--- src/rtl/matrix_cmd_seq.sv ---
// matrix_cmd_seq: command-side driver for the matrix stack controller.
// Decodes GL-style matrix commands, buffers 4-row payloads, tracks stack depth.
//
// Ports:
//   clk, reset_n          clock, async active-low reset
//   cmd_valid/cmd_ready   command beat handshake
//   cmd_op, cmd_data      opcode (ignored on payload beats), mode bit or row
//   stall                 downstream full; blocks starting a new issue
//   matrix_mode           0 modelview, 1 projection
//   load_id_en, load_en,
//   pop_en, write_en      single-cycle stack pulses (push_en reserved, 0)
//   data_out              row stream for load (row 0 alongside load_en)
//   write_out_0..3        rows for top-of-stack overwrite
//   depth_mv, depth_pj    current stack depths (1..MAX_DEPTH)
//   err                   pulse on rejected or illegal command
module matrix_cmd_seq #(
  parameter int MAX_DEPTH = 2,
  parameter int ROW_W     = 128
) (
  input  logic             clk,
  input  logic             reset_n,
  input  logic             cmd_valid,
  output logic             cmd_ready,
  input  logic [2:0]       cmd_op,
  input  logic [ROW_W-1:0] cmd_data,
  input  logic             stall,
  output logic             matrix_mode,
  output logic             load_id_en,
  output logic             load_en,
  output logic             pop_en,
  output logic             push_en,
  output logic             write_en,
  output logic [ROW_W-1:0] data_out,
  output logic [ROW_W-1:0] write_out_0,
  output logic [ROW_W-1:0] write_out_1,
  output logic [ROW_W-1:0] write_out_2,
  output logic [ROW_W-1:0] write_out_3,
  output logic [1:0]       depth_mv,
  output logic [1:0]       depth_pj,
  output logic             err
);

  typedef enum logic [2:0] {
    S_IDLE,
    S_COLL_L,
    S_COLL_W,
    S_WAIT_L,
    S_WAIT_W,
    S_ISS_L,
    S_ISS_W
  } state_t;

  localparam logic [2:0] OP_NOP  = 3'd0;
  localparam logic [2:0] OP_MODE = 3'd1;
  localparam logic [2:0] OP_LID  = 3'd2;
  localparam logic [2:0] OP_LOAD = 3'd3;
  localparam logic [2:0] OP_POP  = 3'd4;
  localparam logic [2:0] OP_WR   = 3'd5;

  state_t state_q, state_d;
  logic [1:0] cnt_q, cnt_d;
  logic [ROW_W-1:0] row_q [4];
  logic [ROW_W-1:0] row_d [4];
  logic [ROW_W-1:0] wo_q [4];
  logic [ROW_W-1:0] wo_d [4];
  logic [ROW_W-1:0] dout_q, dout_d;
  logic mode_q, mode_d;
  logic lid_q, lid_d;
  logic ld_q, ld_d;
  logic pop_q, pop_d;
  logic wr_q, wr_d;
  logic err_q, err_d;
  logic [1:0] dmv_q, dmv_d;
  logic [1:0] dpj_q, dpj_d;

  logic acc;
  logic [1:0] cur_depth;
  logic full;

  // Ready is gated by reset_n so nothing is taken while reset is held.
  always_comb begin
    cmd_ready = 1'b0;
    unique case (state_q)
      S_IDLE:   cmd_ready = !stall;
      S_COLL_L: cmd_ready = 1'b1;
      S_COLL_W: cmd_ready = 1'b1;
      default:  cmd_ready = 1'b0;
    endcase
    cmd_ready = cmd_ready & reset_n;
  end

  assign acc       = cmd_valid & cmd_ready;
  assign cur_depth = mode_q ? dpj_q : dmv_q;
  assign full      = (cur_depth == 2'(MAX_DEPTH));

  always_comb begin
    state_d = state_q;
    cnt_d   = cnt_q;
    row_d   = row_q;
    wo_d    = wo_q;
    dout_d  = dout_q;
    mode_d  = mode_q;
    lid_d   = 1'b0;
    ld_d    = 1'b0;
    pop_d   = 1'b0;
    wr_d    = 1'b0;
    err_d   = 1'b0;
    dmv_d   = dmv_q;
    dpj_d   = dpj_q;
    unique case (state_q)
      S_IDLE: begin
        if (acc) begin
          unique case (cmd_op)
            OP_NOP:  ;
            OP_MODE: mode_d = cmd_data[0];
            OP_LID:  lid_d = 1'b1;
            OP_LOAD: begin
              row_d[0] = cmd_data;
              cnt_d    = 2'd1;
              state_d  = S_COLL_L;
            end
            OP_POP: begin
              if (cur_depth == 2'd1) begin
                err_d = 1'b1;
              end else begin
                pop_d = 1'b1;
                if (mode_q) dpj_d = dpj_q - 2'd1;
                else        dmv_d = dmv_q - 2'd1;
              end
            end
            OP_WR: begin
              row_d[0] = cmd_data;
              cnt_d    = 2'd1;
              state_d  = S_COLL_W;
            end
            default: err_d = 1'b1;
          endcase
        end
      end
      S_COLL_L, S_COLL_W: begin
        if (acc) begin
          row_d[cnt_q] = cmd_data;
          cnt_d        = cnt_q + 2'd1;
          if (cnt_q == 2'd3) begin
            if (state_q == S_COLL_W) begin
              state_d = S_WAIT_W;
            end else if (full) begin
              // Overflowing load: payload drained, nothing issued.
              err_d   = 1'b1;
              state_d = S_IDLE;
            end else begin
              state_d = S_WAIT_L;
            end
          end
        end
      end
      S_WAIT_L: begin
        if (!stall) begin
          state_d = S_ISS_L;
          cnt_d   = 2'd0;
          ld_d    = 1'b1;
          dout_d  = row_q[0];
          if (mode_q) dpj_d = dpj_q + 2'd1;
          else        dmv_d = dmv_q + 2'd1;
        end
      end
      S_ISS_L: begin
        // cnt_q is the row currently on data_out.
        if (cnt_q == 2'd3) begin
          state_d = S_IDLE;
        end else begin
          dout_d = row_q[cnt_q + 2'd1];
          cnt_d  = cnt_q + 2'd1;
        end
      end
      S_WAIT_W: begin
        if (!stall) begin
          state_d = S_ISS_W;
          wr_d    = 1'b1;
          wo_d    = row_q;
        end
      end
      S_ISS_W: state_d = S_IDLE;
      default: state_d = S_IDLE;
    endcase
  end

  always_ff @(posedge clk or negedge reset_n) begin
    if (!reset_n) begin
      state_q <= S_IDLE;
      cnt_q   <= 2'd0;
      for (int i = 0; i < 4; i++) begin
        row_q[i] <= '0;
        wo_q[i]  <= '0;
      end
      dout_q  <= '0;
      mode_q  <= 1'b0;
      lid_q   <= 1'b0;
      ld_q    <= 1'b0;
      pop_q   <= 1'b0;
      wr_q    <= 1'b0;
      err_q   <= 1'b0;
      dmv_q   <= 2'd1;
      dpj_q   <= 2'd1;
    end else begin
      state_q <= state_d;
      cnt_q   <= cnt_d;
      row_q   <= row_d;
      wo_q    <= wo_d;
      dout_q  <= dout_d;
      mode_q  <= mode_d;
      lid_q   <= lid_d;
      ld_q    <= ld_d;
      pop_q   <= pop_d;
      wr_q    <= wr_d;
      err_q   <= err_d;
      dmv_q   <= dmv_d;
      dpj_q   <= dpj_d;
    end
  end

  assign matrix_mode = mode_q;
  assign load_id_en  = lid_q;
  assign load_en     = ld_q;
  assign pop_en      = pop_q;
  assign push_en     = 1'b0;
  assign write_en    = wr_q;
  assign data_out    = dout_q;
  assign write_out_0 = wo_q[0];
  assign write_out_1 = wo_q[1];
  assign write_out_2 = wo_q[2];
  assign write_out_3 = wo_q[3];
  assign depth_mv    = dmv_q;
  assign depth_pj    = dpj_q;
  assign err         = err_q;

endmodule

--- config.mk ---
export PLATFORM = sky130hd
export DESIGN_NAME = matrix_cmd_seq
export DESIGN_NICKNAME = d
export VERILOG_FILES = /design/src/rtl/matrix_cmd_seq.sv
export SDC_FILE = /design/constraint.sdc
export NUM_CORES = 2
export LEC_CHECK = 0
export CORE_MARGIN = 3
export CORE_UTILIZATION = 37
export DETAILED_ROUTE_END_ITERATION = 10
export PLACE_DENSITY = 0.62
export SLEW_MARGIN = 15
export SYNTH_ARGS = -nofsm -noshare
export SYNTH_HDL_FRONTEND = slang
export SYNTH_SLANG_ARGS = --single-unit
--- constraint.sdc ---
create_clock -name clk -period 8.2 [get_ports clk]
set_input_delay 1.64 -clock clk [delete_from_list [all_inputs] [get_ports clk]]
set_output_delay 1.64 -clock clk [all_outputs]
set_load 0.05 [all_outputs]
**After elaboration in Yosys (flattened, before gate mapping)**

Index checks and enable logic that the tools add are counted.

- Bits of input ports: 135
- Register bits after elaboration: 1167
- Word-level logic and storage cells: 143

- Add/subtract/negate cells: 5
- Equality and inequality tests: 28
- Reduce and logical (&&, ||, !) cells: 20
- $lt $le $gt $ge: 3
- Bitwise logic cells: 5
- Mux-type cells: 63

Operators with widths:

| kind | number |
|---|---|
| 128-bit 2-to-1 mux | 7 |
| 512-bit bitwise mux | 1 |
| 512-bit 2-to-1 mux | 1 |
| 128-bit case mux with 2 select lines | 2 |
| 128-bit binary-select mux with 2-bit select | 1 |
| 128-bit demux with 2-bit select | 1 |
| 2-bit 2-to-1 mux | 19 |
| 2-bit != test (second input constant) | 11 |
| 3-bit 2-to-1 mux | 7 |
| 7-bit AND reduction | 3 |
| 1-bit 2-to-1 mux | 16 |
| 3-bit case mux with 5 select lines | 1 |
| 3-bit by 2-bit == test with 1-bit output (second input constant) | 4 |
| 3-bit == test (second input constant) | 4 |
| 2-bit case mux with 2 select lines | 2 |
| 2-bit case mux with 4 select lines | 1 |
| 2-bit by 1-bit adder with 2-bit output (second input constant) | 3 |
| 3-bit by 1-bit == test with 1-bit output (second input constant) | 2 |
| 3-bit >= comparator (second input constant) | 2 |
| 3-bit zero test | 2 |
| 2-bit by 1-bit != test with 1-bit output (second input constant) | 3 |
| 2-bit NOT with 3-bit output | 2 |
| 1-bit case mux with 2 select lines | 3 |
| 3-bit case mux with 2 select lines | 1 |
| 17 further kinds | 25 |

**Depth between registers and ports, before layout**

- Depth after elaboration: 8
- Gate-level depth with buffers: 13

**Worst setup path before layout**

OpenSTA, ideal clock, no wires.

- Path kind: input to output
- Start point: input stall
- End point: output cmd_ready
- Setup slack: 4.184 ns
- Arrival: 2.376 ns
- Stages: 3
- Cells stage by stage: clkbuf_1 > nand2_1 > and3_1

- Cells in the longest elaborated chain, start to end: 3

RTL lines:

| item | line | text |
|---|---|---|
| start, declared | 26 | `input logic stall,` |
| 1-bit zero test | - |  |
| 1-bit case mux with 2 select lines | 83 | `unique case (state_q)` |
| 1-bit bitwise AND | 89 | `cmd_ready = cmd_ready & reset_n;` |
| end, declared | 23 | `output logic cmd_ready,` |

No other way between the ends.

**Worst setup path after layout**

Same ends and word-level chain as after synthesis.

==> metrics.cfg <==
[run_status]
status = finished, final reports clean

[placed_design]
placed_area_mm2 = 0.0556
globalplace.congestion = 0.809
hpwl_um = 88400
port_buffers = 785
dp_cells = 5532
dp_slack_ns = 3.18

[sta]
worst_pin_slew_ns = 1.23
rsz0062_at_grt = no
fin_crit_ns = 5.03
slew_headroom = 0.180
finalCritPeriodShare = 0.614
finalSetupViolations = 0
tns_ns = 0
fmax_ghz = 0.199
hold_viol = 0
hold_slack_ns = 0.477
setup_ws_ns = 3.17
maxSlewViolCount = 0
clock_skew_ns = 0.0217

[logic_synthesis]
postSynthCellCount = 3290
synth_area_leaders = dfrtp_1 63%, mux2_2 22%, mux2_1 2.7%
synth_area_per_cell_um2 = 14.1
synth-edff-count = 0
synthArstFlopShare = 1.00
synth.distinct_cells = 52
syn_nets = 3429
synth_top_area_share = 0.626
yosysTopAreaCell = dfrtp_1
yosysMostFrequentCell = dfrtp_1
synth_area_mm2 = 0.0465
ys_ff_latch = 1167
yosys-top-cells-count = 1165 x dfrtp_1, 915 x mux2_2, 139 x a21oi_1, 135 x nor2_1, 131 x nor3_1
ys.flop_type = dfrtp_1
synth_seq_area_share = 0.628
synth_warnings = 0

[power]
ir_drop_mv = 0.316
internal_power_mw = 17.1
pwr-share-comb = 0.464
p_switching_mw = 13.2
p_sw_frac = 0.436
p_per_area_mw_per_mm2 = 505
seq_power_share = 0.343
p_leak_nw = 26.1
clkPwrFrac = 0.192
total_power_mw = 30.3

[critical_path]
crit_fanout = 9
start_kind = input pin
worst_ep_required_time_ns = 6.56
path_class = input pin to primary output
crit_arrival_ns = 3.39
r2r.worst_path.cells = 8
worstSetupEndpointType = primary output

[grt]
grt_pass1_vias = 30700
track_usage = 0.209
grt_pass1_wl_um = 206000
antenna_found_initial = 17
grt_remaining_overflow = 0
grt_max_degree = 170

[detailed_routing]
drtAntennaViolNets = 0
wl_per_cell_um = 24.1
drc = 0
drt_iter0_drc = 1650
via_count = 29500
dr.pass1.iters = 5
wl_um = 139000
vias_per_cell = 5.11

[clocking]
htreeDepth = 4
holdBufCountCts = 0
clock_latency_ns = 0.71
cts_root_buffer = clkbuf_16
cts_tree = built
cts_buffers = 130
post_cts.repair.setup_buffers = 0
cts.clk_slew.worst_paths_ns = 0.05
clk_path_buf_depth = 3
cts.sinks = 1167
cts_resized = 0

[min_path]
hold_path_class = flop to flop
hold_path_depth = 2

[die]
start_util = 0.374
ioPinCount = 787
core-area_mm2 = 0.124
dieArea_mm2 = 0.130
die_x_um = 361
rows = 129
die_h_um = 361

[layout]
multi_input_area_mm2 = 0.0160
ff_latch_area_mm2 = 0.0292
finalNetCount = 4166
fin_area_mm2 = 0.0599
post-route-util = 0.482
drive_gt1_frac = 0.294
syn2layout_area_growth_pct = 28.8
fillers = 11100
final_cells = 5772

[run]
drv_cap = 0

==> logic make-up (layout without fill, tap and decap cells) <==
kind of cell             after synthesis  in the layout  share of synthesized area
adder cells (fa/ha/maj)                4              4                    0.00108
multiplexers                        1028           1028                      0.249
AND/OR/NAND/NOR                      435            435                     0.0426
XOR/XNOR                               8              8                    0.00167
AO/OA/AOI/OAI                        415            415                     0.0492
buffers and inverters                232           1066                     0.0292
other                                  1             12                  0.0000806
flip-flops                          1167           1167                      0.628
==> placed cells by master, fill, tap and decap left out, types with 3 or more instances in the layout <==
cell type | netlist | final
inv_1 | 10 | 9
nand2_1 | 105 | 105
ha_1 | 4 | 3
clkbuf_1 | 70 | 29
dfrtp_1 | 1165 | 1165
clkdlybuf4s50_1 | 0 | 784
o21ai_0 | 67 | 67
nor2b_1 | 4 | 4
clkbuf_8 | 0 | 24
inv_6 | 0 | 6
mux2_1 | 111 | 111
nor2_1 | 135 | 135
o21ai_1 | 67 | 66
bufinv_16 | 0 | 6
nand2_2 | 35 | 35
buf_4 | 97 | 33
o22ai_1 | 128 | 128
clkinv_2 | 0 | 22
nor3_1 | 131 | 131
mux2_2 | 915 | 915
clkinv_4 | 0 | 3
diode_2 | 0 | 11
nand3_1 | 3 | 3
xnor2_1 | 7 | 7
inv_16 | 0 | 3
clkbuf_16 | 0 | 135
buf_12 | 0 | 10
a21oi_1 | 139 | 139
==> path summary, 6_finish.rpt <==
path                                            endpoint                     start  slack [ns]
worst max-delay path                           cmd_ready                     stall        3.17
worst min-delay path            data_out[65]$_DFFE_PN0P_  data_out[65]$_DFFE_PN0P_        0.48
worst max register to register  data_out[37]$_DFFE_PN0P_      cnt_q[0]$_DFFE_PN0P_        4.09
worst min register to register  data_out[65]$_DFFE_PN0P_  data_out[65]$_DFFE_PN0P_        0.48
max in group asynchronous         row_q[339]$_DFFE_PN0P_                   reset_n        4.20
min in group asynchronous         row_q[163]$_DFFE_PN0P_                   reset_n        0.86
==> worst max-delay path: stages <==
cell and delay [ns]:
clkdlybuf4s50_1 0.60, nand2_1 0.17, and3_1 0.17, clkdlybuf4s50_1 0.80
==> final cells by class <==
| class | count | area share |
|---|---|---|
| Timing Repair Buffer | 827 | 0.138 |
| Inverter | 10 | 0.000710 |
| Clock inverter | 41 | 0.00756 |
| Sequential cell | 1167 | 0.487 |
| Tap cell | 1637 | 0.0342 |
| Antenna cell | 11 | 0.000459 |
| Clock buffer | 188 | 0.0637 |
| Multi-Input combinational cell | 1891 | 0.268 |
==> power groups by stage <==
stage | Sequential, mW | Combinational (mW) | Clock (mW)
3_3_place_gp | 10.4 | 14.0 | 0
3_5_place_dp | 10.5 | 14.1 | 0
2_1_floorplan | 14.7 | 4.63 | 0
5_1_grt | 10.8 | 14.8 | 6.21
6_report | 10.4 | 14.1 | 5.82
4_1_cts | 10.4 | 14.2 | 5.99
==> sequential cells by signal, indices dropped and copies added (netlist names), 3 cells and up <==
signal and cells:
write_out_2 128, data_out 128, write_out_0 128, write_out_1 128, row_q 512, write_out_3 128, state_q 3
==> metal layers <==
layer | share of wire | up-vias | GRT usage
met5 | 0.00070 | - | 0
met4 | 0.030 | 14 | 0.0690
met3 | 0.081 | 223 | 0.0752
met2 | 0.48 | 793 | 0.342
met1 | 0.41 | 15300 | 0.258
li1 | - | 13200 | -
(Power assumes the default switching activity.)
